==> src/rtl/ltc_counter_if.sv <==
// LTC task interface between the register block (master) and the counter (slave).
//
// Handshake: each request is a level held high by the master until it sees
// the matching one-cycle ack. The slave accepts a request only while its busy
// flag for that channel is clear, acks it exactly once in the following cycle,
// and re-arms only after the master has dropped the request. ltc_wr_data must
// be stable while ltc_wr_req is high. ltc_rd_data is valid in the ack cycle and
// holds until the next accepted read.
interface ltc_counter_if;
  logic        ltc_rd_req;
  logic        ltc_rd_ack;
  logic [47:0] ltc_rd_data;
  logic        ltc_wr_req;
  logic        ltc_wr_ack;
  logic [47:0] ltc_wr_data;

  modport master (
    output ltc_rd_req,
    output ltc_wr_req,
    output ltc_wr_data,
    input  ltc_rd_ack,
    input  ltc_rd_data,
    input  ltc_wr_ack
  );

  modport slave (
    input  ltc_rd_req,
    input  ltc_wr_req,
    input  ltc_wr_data,
    output ltc_rd_ack,
    output ltc_rd_data,
    output ltc_wr_ack
  );
endinterface

==> src/rtl/ltc_counter.sv <==
// 48-bit local time counter: prescaled free-running count, read/load task
// channels with single-cycle acks, rollover strobe and external event stamp.
module ltc_counter #(
  parameter int unsigned P_PRESCALE = 1,
  parameter int unsigned P_EVT_SYNC = 2
) (
  input  logic               clk,
  input  logic               rst,
  ltc_counter_if.slave       ltc,
  output logic [47:0]        ltc_now,
  output logic               ltc_rollover,
  input  logic               evt_in,
  output logic [47:0]        evt_ts,
  output logic               evt_valid,
  input  logic               evt_clr
);

  localparam logic [15:0] PC_MAX = 16'(P_PRESCALE - 1);

  logic [47:0]           now_d, now_q;
  logic [15:0]           pc_d, pc_q;
  logic [47:0]           rd_data_d, rd_data_q;
  logic                  rd_ack_d, rd_ack_q;
  logic                  wr_ack_d, wr_ack_q;
  logic                  roll_d, roll_q;
  logic                  rd_busy_d, rd_busy_q;
  logic                  wr_busy_d, wr_busy_q;
  logic [P_EVT_SYNC-1:0] sync_d, sync_q;
  logic                  dly_d, dly_q;
  logic                  edge_d, edge_q;
  logic [47:0]           evt_ts_d, evt_ts_q;
  logic                  evt_valid_d, evt_valid_q;

  logic                  rd_take;
  logic                  wr_take;
  logic                  carry;

  // Next-state logic for the counter, both task channels and event capture.
  always_comb begin
    now_d       = now_q;
    pc_d        = pc_q;
    rd_data_d   = rd_data_q;
    roll_d      = 1'b0;
    carry       = 1'b0;
    evt_ts_d    = evt_ts_q;
    evt_valid_d = evt_valid_q;

    rd_take = ltc.ltc_rd_req && !rd_busy_q;
    wr_take = ltc.ltc_wr_req && !wr_busy_q;

    // Acks are one-cycle echoes of acceptance; busy simply follows the
    // request level, which is 1 on acceptance and drops once req is released.
    rd_ack_d  = rd_take;
    wr_ack_d  = wr_take;
    rd_busy_d = ltc.ltc_rd_req;
    wr_busy_d = ltc.ltc_wr_req;

    // Snapshot is the pre-load, pre-increment count.
    if (rd_take) begin
      rd_data_d = now_q;
    end

    // A load wins over any increment due on the same edge and restarts the
    // prescale period; it never raises the rollover strobe.
    if (wr_take) begin
      now_d = ltc.ltc_wr_data;
      pc_d  = '0;
    end else if (pc_q == PC_MAX) begin
      pc_d           = '0;
      {carry, now_d} = {1'b0, now_q} + 49'd1;
      roll_d         = carry;
    end else begin
      pc_d = pc_q + 16'd1;
    end

    // Event path: synchronizer, delay flop, registered rise pulse.
    if (P_EVT_SYNC > 1) begin
      sync_d = {sync_q[P_EVT_SYNC-2:0], evt_in};
    end else begin
      sync_d = evt_in;
    end
    dly_d  = sync_q[P_EVT_SYNC-1];
    edge_d = sync_q[P_EVT_SYNC-1] && !dly_q;

    // First event wins unless firmware clears in the same cycle, in which
    // case the new capture replaces the old one.
    if (edge_q && (!evt_valid_q || evt_clr)) begin
      evt_ts_d    = now_q;
      evt_valid_d = 1'b1;
    end else if (evt_clr) begin
      evt_valid_d = 1'b0;
    end
  end

  // State registers with synchronous reset.
  always_ff @(posedge clk) begin
    if (rst) begin
      now_q       <= '0;
      pc_q        <= '0;
      rd_data_q   <= '0;
      rd_ack_q    <= 1'b0;
      wr_ack_q    <= 1'b0;
      roll_q      <= 1'b0;
      rd_busy_q   <= 1'b0;
      wr_busy_q   <= 1'b0;
      sync_q      <= '0;
      dly_q       <= 1'b0;
      edge_q      <= 1'b0;
      evt_ts_q    <= '0;
      evt_valid_q <= 1'b0;
    end else begin
      now_q       <= now_d;
      pc_q        <= pc_d;
      rd_data_q   <= rd_data_d;
      rd_ack_q    <= rd_ack_d;
      wr_ack_q    <= wr_ack_d;
      roll_q      <= roll_d;
      rd_busy_q   <= rd_busy_d;
      wr_busy_q   <= wr_busy_d;
      sync_q      <= sync_d;
      dly_q       <= dly_d;
      edge_q      <= edge_d;
      evt_ts_q    <= evt_ts_d;
      evt_valid_q <= evt_valid_d;
    end
  end

  assign ltc.ltc_rd_ack  = rd_ack_q;
  assign ltc.ltc_rd_data = rd_data_q;
  assign ltc.ltc_wr_ack  = wr_ack_q;
  assign ltc_now         = now_q;
  assign ltc_rollover    = roll_q;
  assign evt_ts          = evt_ts_q;
  assign evt_valid       = evt_valid_q;

endmodule
==> src/flat_wrapper.sv <==
// flat-port wrapper written by rule: the top's interface ports become plain ports
module ltc_counter_flat 
#(
  parameter int unsigned P_PRESCALE = 1,
  parameter int unsigned P_EVT_SYNC = 2
)
  (clk, rst, ltc_now, ltc_rollover, evt_in, evt_ts, evt_valid, evt_clr, ltc_ltc_rd_req, ltc_ltc_wr_req, ltc_ltc_wr_data, ltc_ltc_rd_ack, ltc_ltc_rd_data, ltc_ltc_wr_ack);
  ltc_counter_if ltc_i ();
  input  logic clk;
  input  logic rst;
  output logic [47:0] ltc_now;
  output logic ltc_rollover;
  input  logic evt_in;
  output logic [47:0] evt_ts;
  output logic evt_valid;
  input  logic evt_clr;
  input wire logic [$bits(ltc_i.ltc_rd_req)-1:0] ltc_ltc_rd_req;
  input wire logic [$bits(ltc_i.ltc_wr_req)-1:0] ltc_ltc_wr_req;
  input wire logic [$bits(ltc_i.ltc_wr_data)-1:0] ltc_ltc_wr_data;
  output wire logic [$bits(ltc_i.ltc_rd_ack)-1:0] ltc_ltc_rd_ack;
  output wire logic [$bits(ltc_i.ltc_rd_data)-1:0] ltc_ltc_rd_data;
  output wire logic [$bits(ltc_i.ltc_wr_ack)-1:0] ltc_ltc_wr_ack;
  assign ltc_i.ltc_rd_req = ltc_ltc_rd_req;
  assign ltc_i.ltc_wr_req = ltc_ltc_wr_req;
  assign ltc_i.ltc_wr_data = ltc_ltc_wr_data;
  assign ltc_ltc_rd_ack = ltc_i.ltc_rd_ack;
  assign ltc_ltc_rd_data = ltc_i.ltc_rd_data;
  assign ltc_ltc_wr_ack = ltc_i.ltc_wr_ack;
  ltc_counter #(.P_PRESCALE(P_PRESCALE), .P_EVT_SYNC(P_EVT_SYNC)) u_core (.clk(clk), .rst(rst), .ltc(ltc_i), .ltc_now(ltc_now), .ltc_rollover(ltc_rollover), .evt_in(evt_in), .evt_ts(evt_ts), .evt_valid(evt_valid), .evt_clr(evt_clr));
endmodule
==> config.mk <==
export PLATFORM = sky130hd
export DESIGN_NAME = ltc_counter_flat
export DESIGN_NICKNAME = d
export VERILOG_FILES = /design/src/rtl/ltc_counter_if.sv /design/src/rtl/ltc_counter.sv /design/src/flat_wrapper.sv
export SDC_FILE = /design/constraint.sdc
export NUM_CORES = 1
export LEC_CHECK = 0
export BUFFER_PORTS_ARGS = -buffer_cell sky130_fd_sc_hd__buf_2
export CAP_MARGIN = 25
export CORE_MARGIN = 2
export CORE_UTILIZATION = 47
export CTS_CLUSTER_DIAMETER = 40
export DETAILED_ROUTE_END_ITERATION = 10
export HOLD_SLACK_MARGIN = 0.08
export PLACE_DENSITY = 0.77
export SLEW_MARGIN = 10
export SYNTH_ARGS = -nofsm -noshare
export SYNTH_HDL_FRONTEND = slang
export SYNTH_SLANG_ARGS = --single-unit
==> constraint.sdc <==
create_clock -name clk -period 2.2 [get_ports clk]
set_input_delay 0.11 -clock clk [delete_from_list [all_inputs] [get_ports clk]]
set_output_delay 0.11 -clock clk [all_outputs]
set_load 0.02 [all_outputs]
==> flow_summary.json, run 1 <==
{
  "total_power_mw": 7.32,
  "num_antenna_cells": 0,
  "status": "complete, but fails checks",
  "relSlewSlack": 0.570,
  "layout.nets": 1255,
  "drc": 0,
  "switching_share": 0.261,
  "fin_crit_ns": 2.25,
  "die-area_sq_um": 16300,
  "synthFlopType": "dfxtp_1",
  "setup_ws_ns": -0.0549,
  "grt_pass1_vias": 7160,
  "final_antenna_net_count": 0,
  "critPathLaunchType": "flip-flop",
  "combPwrFrac": 0.132,
  "syn_area_per_cell_sq_um": 7.99,
  "async_flop_share": 0,
  "cts.sinks": 170,
  "p_leak_nw": 4.27,
  "ys_warn_count": 0,
  "area_delta_synth_final_pct": 42.9,
  "yosysSeqAreaShare": 0.473,
  "timing.rr.start": "u_core.pc_q[1]",
  "synth_cell_types": 50,
  "wire_per_inst_um": 16.2,
  "clk_latency_ns": 0.43,
  "hold_class": "in2reg",
  "maxCapViolCount": 0,
  "layout-drive-gt1-share": 0.321,
  "worstSetupPathType": "reg2reg",
  "grt_use_total": 0.269,
  "stdcell_count": 1398,
  "clock_path_buffers": 2,
  "power_density_nw_per_um2": 712,
  "power_frac_seq": 0.451,
  "drt-total-wl_mm": 22.6,
  "maxSlewViolCount": 0,
  "pre_cts_ws_ns": -0.129,
  "io_buffers": 201,
  "final_common_cell": "nand2_1",
  "firstDrtPassIters": 5,
  "min_from": "rst",
  "fillers": 1176,
  "htree_levels": 4,
  "ys_seq_elements": 170,
  "coreArea_sq_um": 15100,
  "m1WireLength_mm": 9.77,
  "cp-end-kind": "flip-flop",
  "critPathRequiredTime_ns": 2.53,
  "initial_core_util": 0.477,
  "root_buffer": "clkbuf_16",
  "dieHeight_um": 128,
  "grt_first_pass_wirelength_mm": 35.5,
  "path_max_fanout": 5,
  "p_clk_frac": 0.417,
  "grt_overflow_total": 0,
  "slowest_delay_ns": 0.42,
  "gp_congestion": 0.986,
  "layout_common_cells": "229 x nand2_1, 200 x buf_2, 150 x dfxtp_1, 102 x a21oi_1, 87 x buf_4",
  "met3_length_mm": 1.51,
  "hpwl_mm": 15.1,
  "rows": 45,
  "antenna_found_initial": 0,
  "vias": 7709,
  "path_clk_slew_ns": 0.06,
  "peakVddDrop_mv": 0.505,
  "io_pins": 202,
  "cp-startpoint": "u_core.pc_q[1]",
  "tightest_slew_ns": 0.644,
  "drtIter0Drc": 615,
  "grt_max_degree": 114,
  "synth_edf_count": 0,
  "final_hold_viol_count": 0,
  "wl_met2_mm": 10.8,
  "fin_crit_sh": 1.02,
  "synth_cells": 901,
  "setup_viol": 3,
  "skew_ns": 0.00802,
  "cts-buffers-inserted": 17,
  "crit_slowest_cell": "or4_1",
  "crit_chain": "inv_2 > ha_4 > nor4b_4 > nand4_2 > buf_6 > or3_4 > or4_1 > a311oi_1",
  "power_switching_mw": 1.91,
  "setup_tns_ns": -0.0838,
  "fmax_mhz": 443,
  "syn-num-nets": 958,
  "tritoncts": "built",
  "p_int_mw": 5.42,
  "synth_area_sq_um": 7200,
  "highest_layer": "met4",
  "vias_per_cell": 5.51,
  "violations": "negative setup slack",
  "die_x_um": 128,
  "rsz0062_at_grt": "yes",
  "dpl.cell_count": 1310,
  "hold-worst-slack_ns": 0.214,
  "arrival_ns": 2.58
}
cell type report:
type	count	area [sq um]	area share
multi-input cells	659	3710	0.360
flip-flops and latches	170	3430	0.333
repair buffers	345	2290	0.222
clock buffers	22	494	0.0481
well taps	188	235	0.0229
clock inverters	9	114	0.0111
inverters	5	18.8	0.00183
layer usage:
metal / track usage / vias up
met5: 0 / -
met4: 0.112 / 0
met3: 0.0501 / 48
met2: 0.441 / 332
met1: 0.349 / 3616
li1: - / 3713
registers in the layout, indices dropped and copies added (netlist names):
register / flops
u_core.ltc_rollover: 1
u_core.ltc.ltc_rd_data: 48
u_core.rd_busy_q: 1
u_core.ltc.ltc_rd_ack: 1
u_core.evt_ts: 48
u_core.ltc.ltc_wr_ack: 1
u_core.ltc_now: 48
u_core.wr_busy_q: 1
u_core.sync_q: 2
u_core.edge_q: 1
u_core.dly_q: 1
u_core.pc_q: 16
u_core.evt_valid: 1
power by group through the flow:
stage	combinational [mW]	sequential [mW]	clock (mW)
detailed placement	0.867	3.37	0
CTS	0.947	3.30	3.06
global placement	0.855	3.36	0
finish	0.964	3.31	3.05
global route	1.04	3.32	3.18
floorplan	0.319	3.53	0
synthesized netlist by cell type (12+ instances only):
cell type / number / share of area
o21ai_0: 12 / 0.0083
clkbuf_1: 53 / 0.028
nand2_1: 230 / 0.12
dfxtp_1: 170 / 0.47
a211oi_1: 26 / 0.027
nand4_1: 21 / 0.018
nor2_1: 66 / 0.034
xor2_1: 16 / 0.019
nor3_1: 12 / 0.0083
nand3_1: 25 / 0.017
and4_1: 14 / 0.017
a21oi_1: 102 / 0.071
xnor2_1: 16 / 0.019
nor4_1: 22 / 0.019
worst paths after layout:
check | to | slack [ns] | depth (start not counted)
min reg2reg | u_core.edge_q | 0.41 | 1
min | u_core.wr_busy_q | 0.21 | 3
max reg2reg | u_core.ltc_now[31] | -0.05 | 8
max | u_core.ltc_now[31] | -0.05 | 8
timing repair:
| item | in CTS | in global routing |
|---|---|---|
| pin swaps | 6 | 11 |
| setup endpoints to repair | 8 | 22 |
| hold endpoints to repair | 54 | 0 |
| gates resized for setup | 12 | 24 |
| setup buffers | 3 | 2 |
| hold buffers | 52 | 0 |
worst max-delay path, delay by kind of cell (launching register included):
family          cells  cell delay [ns]
simple gates        4             1.19
buf+inv             2             0.24
fa+ha+maj           1             0.14
flops               1             0.32
compound gates      1             0.26
metrics by stage:
step                 util  area, sq um
CTS                 0.671        10100
finish              0.681        10300
detailed placement  0.591         8920
floorplan               -         7220
global placement    0.591         8920
global route        0.681        10300
cell families after synthesis:
logic type / Yosys count / synth area share
simple gates: 460 / 0.306
buf+inv: 72 / 0.0407
compound gates: 160 / 0.131
flops: 170 / 0.473
mux: 4 / 0.00574
fa+ha+maj: 3 / 0.00522
xor+xnor: 32 / 0.0389
(Power assumes the default switching activity.)
==> run 2: changes to the inputs <==
Settings changed: CORE_UTILIZATION 47 to 25, PLACE_DENSITY 0.77 to 0.47.
==> run 2 against run 1 <==
Compared with the run above:
- the flow still finishes with violations (negative setup slack)
- final cell count grew 15%
- first-iteration DRC count shrank 37%
- via count shrank 3.8%
- flip-flop and latch count is the same
- clock power grew 1%
- clock skew grew 0.0055 ns
- global-route usage shrank 10 points
- critical path type unchanged
- highest routed layer is now met5
==> flow_summary.json, run 2 (synthesis results as in run 1) <==
{
  "status": "complete, but fails checks",
  "violations": "negative setup slack",
  "hpwl_mm": 18.4,
  "fmax_mhz": 447,
  "hold-worst-slack_ns": 0.118,
  "dieHeight_um": 174,
  "drtIter0Drc": 386,
  "area_delta_synth_final_pct": 45.8,
  "final_common_cell": "nand2_1",
  "antenna_found_initial": 2,
  "grt_max_degree": 87,
  "critPathRequiredTime_ns": 2.55,
  "p_clk_frac": 0.419,
  "power_frac_seq": 0.446,
  "die_x_um": 174,
  "layout_common_cells": "229 x nand2_1, 200 x buf_2, 150 x dfxtp_1, 103 x buf_4, 102 x a21oi_1",
  "place_area_sq_um": 9220,
  "maxCapViolCount": 0,
  "firstDrtPassIters": 5,
  "io_buffers": 201,
  "layout.nets": 1267,
  "clk_latency_ns": 0.44,
  "fin_crit_sh": 1.02,
  "power_switching_mw": 2.03,
  "io_pins": 202,
  "relSlewSlack": 0.654,
  "final_hold_viol_count": 0,
  "wire_per_inst_um": 15.8,
  "dpl.cell_count": 1518,
  "path_max_fanout": 7,
  "total_power_mw": 7.38,
  "p_int_mw": 5.35,
  "cp-end-kind": "flip-flop",
  "grt_first_pass_wirelength_mm": 39.3,
  "setup_viol": 1,
  "maxSlewViolCount": 0,
  "clock_path_buffers": 2,
  "drt-total-wl_mm": 25.4,
  "tightest_slew_ns": 0.519,
  "gp_congestion": 0.819,
  "ff2ff_path_depth": 5,
  "grt_overflow_total": 0,
  "grt_use_total": 0.165,
  "vias": 7413,
  "power_density_nw_per_um2": 703,
  "initial_core_util": 0.252,
  "setup_tns_ns": -0.0384,
  "switching_share": 0.275,
  "grt_pass1_vias": 6944,
  "p_leak_nw": 4.30,
  "path_clk_slew_ns": 0.07,
  "final_antenna_net_count": 0,
  "htree_levels": 4,
  "root_buffer": "clkbuf_16",
  "die-area_sq_um": 30200,
  "fin_area_sq_um": 10500,
  "cts-buffers-inserted": 17,
  "setup_ws_ns": -0.0384,
  "hold_class": "in2reg",
  "arrival_ns": 2.59,
  "critPathLaunchType": "flip-flop",
  "peakVddDrop_mv": 0.411,
  "vias_per_cell": 4.61,
  "hold_path_depth": 3,
  "skew_ns": 0.0135,
  "rsz0062_at_grt": "yes",
  "fin_crit_ns": 2.24,
  "rows": 62,
  "worstSetupPathType": "reg2reg",
  "layout-drive-gt1-share": 0.321,
  "tritoncts": "built",
  "coreArea_sq_um": 28500,
  "stdcell_count": 1607,
  "drc": 0,
  "combPwrFrac": 0.135,
  "cts.sinks": 170
}
[run 2: timing repair]
action	in CTS	in global routing
resized for setup	6	19
setup buffers	0	5
pin swaps	3	7
endpoints found under the hold margin	68	0
endpoints found under the setup margin	12	18
hold buffers	52	0
[run 2: area by class of cell]
cell class	count	area, sq um
fill	3062	18100
multi-input combinational	659	3630
sequential	170	3430
timing repair buffer	357	2330
tap	384	480
clock buffer	20	457
clock inverter	11	140
inverter	5	18.8
antenna	1	2.50
[run 2: worst paths after layout]
check                                         from                 end  slack (ns)
worst max-delay path               u_core.pc_q[11]  u_core.ltc_now[31]       -0.04
worst min-delay path            ltc_ltc_wr_data[7]   u_core.ltc_now[7]        0.12
worst min register to register        u_core.dly_q       u_core.edge_q        0.37
worst max register to register     u_core.pc_q[11]  u_core.ltc_now[31]       -0.04
[run 2: worst max-delay path, stage by stage (launching register included)]
cell and delay [ns]:
dfxtp_1 0.32, nor4_2 0.41, nand4_4 0.24, or3_4 0.43, or4_4 0.49, a311oi_2 0.26
[run 2: per-layer routing]
layer | routed length (um) | track usage | up-vias
li1 | - | - | 3728
met1 | 12100 | 0.223 | 3473
met5 | 13 | 0 | -
met2 | 11700 | 0.265 | 186
met4 | 388 | 0.0462 | 2
met3 | 1260 | 0.0364 | 24
[run 2: power by group through the flow]
stage	clock network, mW	registers [mW]	logic (mW)
2_1_floorplan	0	3.53	0.319
3_3_place_gp	0	3.36	0.917
3_5_place_dp	0	3.36	0.917
4_1_cts	3.20	3.29	1.00
5_1_grt	3.31	3.31	1.08
6_report	3.09	3.29	0.996
[run 2: through the flow]
| stage | util | setup WS (ns) |
|---|---|---|
| finish | 0.367 | -0.0384 |
| global route | 0.367 | -0.128 |
| CTS | 0.363 | 0.0148 |
| detailed placement | 0.323 | -0.161 |
| global placement | 0.323 | -0.145 |
| floorplan | - | -0.00242 |
